--- src/rtl/mult_err_monitor_pkg.sv ---
// Shared types and constants for the approximate-multiplier error monitor.
// Optional feature macro used by the block: ERR_BIAS_EN (signed bias sum).
package mult_err_pkg;

  localparam int unsigned CNT_W_DEF = 32;
  localparam int unsigned SUM_W_DEF = 40;
  // Signed difference of two 16-bit products needs one extra bit.
  localparam int unsigned ED_W      = 17;

  typedef enum logic [1:0] {
    ST_IDLE,
    ST_RUN,
    ST_DRAIN,
    ST_DONE
  } state_t;

endpackage

--- src/rtl/mult_err_monitor_err_accum.sv ---
// Stage 2 of the monitor: error difference, magnitude, saturating statistics
// and max tracking. ERR_BIAS_EN adds a saturating signed sum of differences.
module err_accum
  import mult_err_pkg::*;
#(
  parameter int unsigned CNT_W = CNT_W_DEF,
  parameter int unsigned SUM_W = SUM_W_DEF
) (
  input  logic             clk,
  input  logic             rst_n,
  input  logic             clear,
  input  logic             valid,
  input  logic [7:0]       a,
  input  logic [7:0]       b,
  input  logic [15:0]      prod,
  input  logic [15:0]      p,
  output logic             s2_valid,
  output logic [CNT_W-1:0] n_samples,
  output logic [CNT_W-1:0] n_mismatch,
  output logic [SUM_W-1:0] sum_ed,
  output logic [15:0]      max_ed,
  output logic [7:0]       max_a,
  output logic [7:0]       max_b
`ifdef ERR_BIAS_EN
  ,
  output logic signed [SUM_W-1:0] sum_bias
`endif
);

  logic [ED_W-1:0]  diff;
  logic [ED_W-1:0]  diff_neg;
  logic [15:0]      ed;
  logic [SUM_W:0]   sum_add;

  // Two's-complement difference and its magnitude (always fits in 16 bits).
  always_comb begin
    diff     = {1'b0, p} - {1'b0, prod};
    diff_neg = '0 - diff;
    ed       = diff[ED_W-1] ? diff_neg[15:0] : diff[15:0];
    sum_add  = {1'b0, sum_ed} + (SUM_W+1)'(ed);
  end

`ifdef ERR_BIAS_EN
  logic signed [ED_W-1:0]  diff_s;
  logic signed [SUM_W-1:0] diff_ext;
  logic [SUM_W-1:0]        bias_add;
  logic [SUM_W-1:0]        bias_next;

  // Signed accumulate; overflow when operand signs agree but the result flips.
  always_comb begin
    diff_s    = diff;
    diff_ext  = SUM_W'(diff_s);
    bias_add  = sum_bias + diff_ext;
    bias_next = bias_add;
    if ((sum_bias[SUM_W-1] == diff_ext[SUM_W-1]) &&
        (bias_add[SUM_W-1] != sum_bias[SUM_W-1])) begin
      bias_next = sum_bias[SUM_W-1] ? {1'b1, {(SUM_W-1){1'b0}}}
                                    : {1'b0, {(SUM_W-1){1'b1}}};
    end
  end

  // Bias register: cleared on run start, updated per sample.
  always_ff @(posedge clk or negedge rst_n) begin
    if (!rst_n) begin
      sum_bias <= '0;
    end else if (clear) begin
      sum_bias <= '0;
    end else if (valid) begin
      sum_bias <= bias_next;
    end
  end
`endif

  // Statistics registers with saturating counters and strict-greater max.
  always_ff @(posedge clk or negedge rst_n) begin
    if (!rst_n) begin
      s2_valid   <= 1'b0;
      n_samples  <= '0;
      n_mismatch <= '0;
      sum_ed     <= '0;
      max_ed     <= '0;
      max_a      <= '0;
      max_b      <= '0;
    end else begin
      s2_valid <= valid && !clear;
      if (clear) begin
        n_samples  <= '0;
        n_mismatch <= '0;
        sum_ed     <= '0;
        max_ed     <= '0;
        max_a      <= '0;
        max_b      <= '0;
      end else if (valid) begin
        if (n_samples != '1) n_samples <= n_samples + CNT_W'(1);
        if ((ed != '0) && (n_mismatch != '1)) n_mismatch <= n_mismatch + CNT_W'(1);
        sum_ed <= sum_add[SUM_W] ? '1 : sum_add[SUM_W-1:0];
        if (ed > max_ed) begin
          max_ed <= ed;
          max_a  <= a;
          max_b  <= b;
        end
      end
    end
  end

endmodule

--- src/rtl/mult_err_monitor.sv ---
// Error-statistics monitor for an approximate 8x8 multiplier.
// Stage 1 registers the exact product; stage 2 (err_accum) updates statistics.
// Optional macro ERR_BIAS_EN adds the signed sum_bias output.
module mult_err_monitor
  import mult_err_pkg::*;
#(
  parameter int unsigned CNT_W = CNT_W_DEF,
  parameter int unsigned SUM_W = SUM_W_DEF
) (
  input  logic             clk,
  input  logic             rst_n,
  input  logic             start,
  input  logic             stop,
  input  logic [CNT_W-1:0] cfg_num,
  input  logic             in_valid,
  output logic             in_ready,
  input  logic [7:0]       a,
  input  logic [7:0]       b,
  input  logic [15:0]      p_approx,
  output logic             busy,
  output logic             done,
  output logic [CNT_W-1:0] n_samples,
  output logic [CNT_W-1:0] n_mismatch,
  output logic [SUM_W-1:0] sum_ed,
  output logic [15:0]      max_ed,
  output logic [7:0]       max_a,
  output logic [7:0]       max_b
`ifdef ERR_BIAS_EN
  ,
  output logic signed [SUM_W-1:0] sum_bias
`endif
);

  state_t           state;
  state_t           state_next;
  logic             accept;
  logic             run_start;
  logic             last_sample;
  logic [CNT_W-1:0] acc_cnt;
  logic             s1_valid;
  logic             s2_valid;
  logic [7:0]       s1_a;
  logic [7:0]       s1_b;
  logic [15:0]      s1_prod;
  logic [15:0]      s1_p;

  assign in_ready    = (state == ST_RUN);
  assign busy        = (state == ST_RUN) || (state == ST_DRAIN);
  assign done        = (state == ST_DONE);
  assign accept      = in_valid && in_ready;
  assign run_start   = start && ((state == ST_IDLE) || (state == ST_DONE));
  // acc_cnt counts acceptances ahead of n_samples so the last one is known on the spot.
  assign last_sample = accept && (cfg_num != '0) && (acc_cnt == cfg_num - CNT_W'(1));

  // State register.
  always_ff @(posedge clk or negedge rst_n) begin
    if (!rst_n) state <= ST_IDLE;
    else        state <= state_next;
  end

  // Next-state logic: start only from IDLE/DONE, stop only in RUN.
  always_comb begin
    state_next = state;
    unique case (state)
      ST_IDLE:  if (start) state_next = ST_RUN;
      ST_RUN:   if (stop || last_sample) state_next = ST_DRAIN;
      ST_DRAIN: if (!s1_valid && !s2_valid) state_next = ST_DONE;
      ST_DONE:  if (start) state_next = ST_RUN;
      default:  state_next = ST_IDLE;
    endcase
  end

  // Accepted-sample counter used for the cfg_num end condition.
  always_ff @(posedge clk or negedge rst_n) begin
    if (!rst_n) begin
      acc_cnt <= '0;
    end else if (run_start) begin
      acc_cnt <= '0;
    end else if (accept && (acc_cnt != '1)) begin
      acc_cnt <= acc_cnt + CNT_W'(1);
    end
  end

  // Stage 1: capture operands, product under test and exact product.
  always_ff @(posedge clk or negedge rst_n) begin
    if (!rst_n) begin
      s1_valid <= 1'b0;
      s1_a     <= '0;
      s1_b     <= '0;
      s1_prod  <= '0;
      s1_p     <= '0;
    end else begin
      s1_valid <= accept;
      if (accept) begin
        s1_a    <= a;
        s1_b    <= b;
        s1_prod <= {8'b0, a} * {8'b0, b};
        s1_p    <= p_approx;
      end
    end
  end

  err_accum #(
    .CNT_W (CNT_W),
    .SUM_W (SUM_W)
  ) u_accum (
    .clk        (clk),
    .rst_n      (rst_n),
    .clear      (run_start),
    .valid      (s1_valid),
    .a          (s1_a),
    .b          (s1_b),
    .prod       (s1_prod),
    .p          (s1_p),
    .s2_valid   (s2_valid),
    .n_samples  (n_samples),
    .n_mismatch (n_mismatch),
    .sum_ed     (sum_ed),
    .max_ed     (max_ed),
    .max_a      (max_a),
    .max_b      (max_b)
`ifdef ERR_BIAS_EN
    ,
    .sum_bias   (sum_bias)
`endif
  );

endmodule

--- config.mk ---
export PLATFORM = sky130hd
export DESIGN_NAME = mult_err_monitor
export DESIGN_NICKNAME = d
export VERILOG_FILES = /design/src/rtl/mult_err_monitor_pkg.sv /design/src/rtl/mult_err_monitor_err_accum.sv /design/src/rtl/mult_err_monitor.sv
export SDC_FILE = /design/constraint.sdc
export NUM_CORES = 1
export LEC_CHECK = 0
export CAP_MARGIN = 20
export CORE_AREA = 2 2 129 226
export DETAILED_ROUTE_END_ITERATION = 10
export DIE_AREA = 0 0 131 228
export PLACE_DENSITY_LB_ADDON = 0.25
export SLEW_MARGIN = 25
export SYNTH_ARGS = -nofsm -noshare
export SYNTH_HDL_FRONTEND = slang
export SYNTH_SLANG_ARGS = --single-unit
--- constraint.sdc ---
create_clock -name clk -period 7.8 [get_ports clk]
set_clock_uncertainty 0.1 [all_clocks]
set_input_delay 1.56 -clock clk [delete_from_list [all_inputs] [get_ports clk]]
set_output_delay 1.56 -clock clk [all_outputs]
set_load 0.01 [all_outputs]
==> reports/qor.tcl <==
set qor(global_route_wire_length_before_repair_um) 67370
set qor(grt_util_met3_pct) 4.174
set qor(synth_largest_type_area_fraction_pct) 34.87
set qor(commonest_non_fill_non_tap_cells_in_the_layout) {sky130_fd_sc_hd__dfrtp_1, sky130_fd_sc_hd__clkdlybuf4s50_1, sky130_fd_sc_hd__nor2_1, sky130_fd_sc_hd__nand2_1, sky130_fd_sc_hd__inv_1}
set qor(synth.ff_latch_count) 220
set qor(post_drt_wl_per_cell_um) 18.18
set qor(critPathMaxStageDelay_ps) 720
set qor(number_of_nets_with_antenna_violations_after_routing) 0
set qor(cts_tree) {done}
set qor(clock_power_share_pct) 14.0
set qor(max_slew_margin_pct) 30.55
set qor(drt_first_pass_iters) 5
set qor(postSynth.asyncResetShare_pct) 100.0
set qor(preCtsSetupSlack_ps) 1113
set qor(sequential_cell_area_um2) 5505
set qor(setup_total_negative_slack_ps) 0
set qor(nets) 2120
set qor(num_rows) 82
set qor(yosysTopAreaCell) {sky130_fd_sc_hd__dfrtp_1}
set qor(status) {finished clean}
set qor(final_setup_violation_count) 0
set qor(power_density_nw_per_um2) 454.2
set qor(worstPathCellList) {inv_1, ha_1, inv_1, fa_1, a211o_1, a211oi_2, nor2_1, a41oi_2, o21a_1, nand2_1, o21ai_0, fa_1, a21o_1, a21oi_1, o21bai_1, a21oi_1, o21ai_0, o211ai_1, o311ai_0, nand2_1, or3_1, or3b_2, a21oi_1}
set qor(tightestPinTransition_ps) 1027
set qor(initial_utilization_pct) 55.96
set qor(cellInternalPower_uw) 4509
set qor(floorplan.die_area_um2) 29870
set qor(clk_path_buf_depth) 3
set qor(cts_repair_resize_count) 0
set qor(synth_edf_count) 0
set qor(drv_slew) 0
set qor(yosys_most_used_dff) {sky130_fd_sc_hd__dfrtp_1}
set qor(cellLeakagePower_uw) 0.008168
set qor(cp_data_arrival_time_ps) 6770
set qor(mapped_nets) 1943
set qor(grt_remaining_overflow) 0
set qor(power_frac_seq_pct) 18.0
set qor(critical_path.endpoint_type) {flop}
set qor(grt_start_max_net_pins) 106
set qor(gp_routability_congestion) 0.9145
set qor(post_synthesis_to_final_layout_area_growth_pct) 20.17
set qor(dpl_cell_area_um2) 18150
set qor(mappedNetlistArea_um2) 15790
set qor(routed_wl_um) 41970
set qor(grt_util_met1_pct) 30.84
set qor(initial_antenna_violation_count) 0
set qor(groute.layer.met2.usage_pct) 52.32
set qor(core_region_area_um2) 28210
set qor(power.switching_fraction_pct) 47.68
set qor(synth_area_leaders) {sky130_fd_sc_hd__dfrtp_1, sky130_fd_sc_hd__ha_1, sky130_fd_sc_hd__fa_1, sky130_fd_sc_hd__nor2_1, sky130_fd_sc_hd__xor2_1}
set qor(clk_root_buffer_cell) {sky130_fd_sc_hd__clkbuf_16}
set qor(timing.critical_path.required_ps) 8140
set qor(num_cts_buffers) 23
set qor(yosysSeqAreaShare_pct) 34.87
set qor(multi_input_area_um2) 9599
set qor(synth_area_per_cell_um2) 9.080
set qor(drc_errors) 0
set qor(layout_commonest_cell) {sky130_fd_sc_hd__dfrtp_1}
set qor(slowest_stage) {sky130_fd_sc_hd__o311ai_0}
set qor(yosysWarnings) 0
set qor(critical_path_class) {reg -> reg}
set qor(grt_setup_unrepaired) {no}
set qor(drive_gt1_share_pct) 6.111
set qor(critical_path.most_common_cell) {sky130_fd_sc_hd__a21oi_1}
set qor(vias_per_cell) 5.919
set qor(yosysUniqueCellTypes) 86
set qor(htree_levels) 1
set qor(ports) 208
set qor(pwr-share-comb_pct) 68.1
set qor(hold_class) {reg -> reg}
set qor(cts.hold.buffers_added) 0
set qor(die_height_um) 228
set qor(fmax_mhz) 155.7
set qor(hold_viol) 0
set qor(syn_inst) 1739
set qor(stdcell_area_um2) 18970
set qor(whs_ps) 393.4
set qor(number_of_global_route_vias_before_repair) 13570
set qor(floorplan.die.width_um) 131
set qor(crit_path_max_fanout) 10
set qor(clkTransAtPathRegs_ps) 60
set qor(max-vdd-ir-drop_uv) 403.3
set qor(detailed_place_hpwl_um) 31550
set qor(net_sw_power_uw) 4110
set qor(clkSinkCount) 220
set qor(insertedDiodeCount) 0
set qor(detailroute.via_count) 13670
set qor(global_route.usage.total_pct) 27.98
set qor(timing.final.ws_setup_ps) 1377
set qor(clock_latency_ps) 520
set qor(drtIter0Drc) 672
set qor(postCtsSetupBuffers) 0
set qor(finalCritPeriodShare_pct) 82.35
set qor(place.port_buffers) 207
set qor(final_period_minus_worst_setup_slack_ps) 6423
set qor(setup_crit_start_kind) {flop}
set qor(cap_violations) 0
set qor(grt.busiest_layer) {met2}
set qor(num-fill-cells) 2322
## worst max-delay path: cells and delay by family (launching register included)
kind	cells	cell delay (ps)
compound gates	13	3450
fa+ha+maj	3	940
buf+inv	2	130
flops	1	360
simple gates	5	1360
## state kept, by name, summed over array words and instances, names as in the netlist, 16 cells and up
register            count
acc_cnt                32
u_accum.n_samples      32
u_accum.sum_ed         40
u_accum.max_ed         16
s1_prod                16
s1_p                   16
u_accum.n_mismatch     32
## Yosys cell counts, types with 7 or more instances
cell / number
sky130_fd_sc_hd__a211oi_1: 10
sky130_fd_sc_hd__a21o_1: 14
sky130_fd_sc_hd__a21oi_1: 80
sky130_fd_sc_hd__a311oi_1: 11
sky130_fd_sc_hd__a31oi_1: 18
sky130_fd_sc_hd__and2_1: 51
sky130_fd_sc_hd__and3_1: 33
sky130_fd_sc_hd__and4_1: 10
sky130_fd_sc_hd__clkbuf_1: 53
sky130_fd_sc_hd__dfrtp_1: 220
sky130_fd_sc_hd__fa_1: 38
sky130_fd_sc_hd__ha_1: 97
sky130_fd_sc_hd__inv_1: 113
sky130_fd_sc_hd__mux2_2: 32
sky130_fd_sc_hd__mux2i_1: 44
sky130_fd_sc_hd__nand2_1: 143
sky130_fd_sc_hd__nand2b_1: 22
sky130_fd_sc_hd__nand3_1: 71
sky130_fd_sc_hd__nand4_1: 34
sky130_fd_sc_hd__nor2_1: 161
sky130_fd_sc_hd__nor2b_1: 7
sky130_fd_sc_hd__nor3_1: 32
sky130_fd_sc_hd__nor4_1: 7
sky130_fd_sc_hd__o211ai_1: 8
sky130_fd_sc_hd__o21a_1: 9
sky130_fd_sc_hd__o21ai_0: 77
sky130_fd_sc_hd__o21ai_1: 7
sky130_fd_sc_hd__o22ai_1: 7
sky130_fd_sc_hd__o31ai_1: 29
sky130_fd_sc_hd__or2_2: 8
sky130_fd_sc_hd__or3_1: 25
sky130_fd_sc_hd__or4_1: 31
sky130_fd_sc_hd__xnor2_1: 62
sky130_fd_sc_hd__xor2_1: 69
## cell type report
class                   instances  area share, %
flip-flops and latches        220          29.01
inverters                     114          2.255
repair buffers                217          11.34
well taps                     378          2.493
multi-input cells            1340          50.59
clock inverters                10         0.8704
clock buffers                  30          3.436
## per-layer routing
layer | wire length, µm | part of all wire [%]
met5 | 0 | 0
met3 | 1932 | 4.6
met4 | 1790 | 4.3
met1 | 15510 | 37
met2 | 22730 | 54
## cell families after synthesis
group | Yosys count | share of synthesized area (%)
buffers and inverters | 179 | 4.485
AOI/OAI and AO/OA | 332 | 13.92
muxes | 76 | 5.071
adders and majority gates | 135 | 12.50
and+or+nand+nor | 664 | 21.68
DFF | 220 | 34.87
xor gates and xnor gates | 133 | 7.472
## power groups by stage
| stage | Clock (µW) | Sequential [µW] | Combinational (µW) |
|---|---|---|---|
| after floorplan | 0 | 1540 | 4350 |
| after global placement | 0 | 1560 | 5630 |
| after detailed placement | 0 | 1570 | 5810 |
| after CTS | 1220 | 1550 | 5840 |
| after global routing | 1260 | 1570 | 6510 |
| final | 1200 | 1550 | 5870 |
## path summary, 6_finish.rpt
kind	start	to	slack (ps)	cells past startpoint
hold reg to reg	s1_prod[8]$_DFFE_PN0P_	s1_prod[8]$_DFFE_PN0P_	390	2
setup / recovery	s1_p[0]$_DFFE_PN0P_	u_accum.sum_ed[28]$_DFFE_PN0P_	1380	23
setup reg to reg	s1_p[0]$_DFFE_PN0P_	u_accum.sum_ed[28]$_DFFE_PN0P_	1380	23
hold / removal	s1_prod[8]$_DFFE_PN0P_	s1_prod[8]$_DFFE_PN0P_	390	2
max in group asynchronous	rst_n	u_accum.max_ed[14]$_DFFE_PN0P_	5330	2
min in group asynchronous	rst_n	acc_cnt[26]$_DFFE_PN0P_	920	1
## per-stage QoR
step	instances	util, %	total power, µW
floorplan	1739	-	5890
detailed placement	2269	64.32	7374
global placement	2269	64.29	7189
finish	2309	67.25	8619
global route	2309	67.25	9350
CTS	2309	67.22	8614
Power figures use the tool's default switching activity.
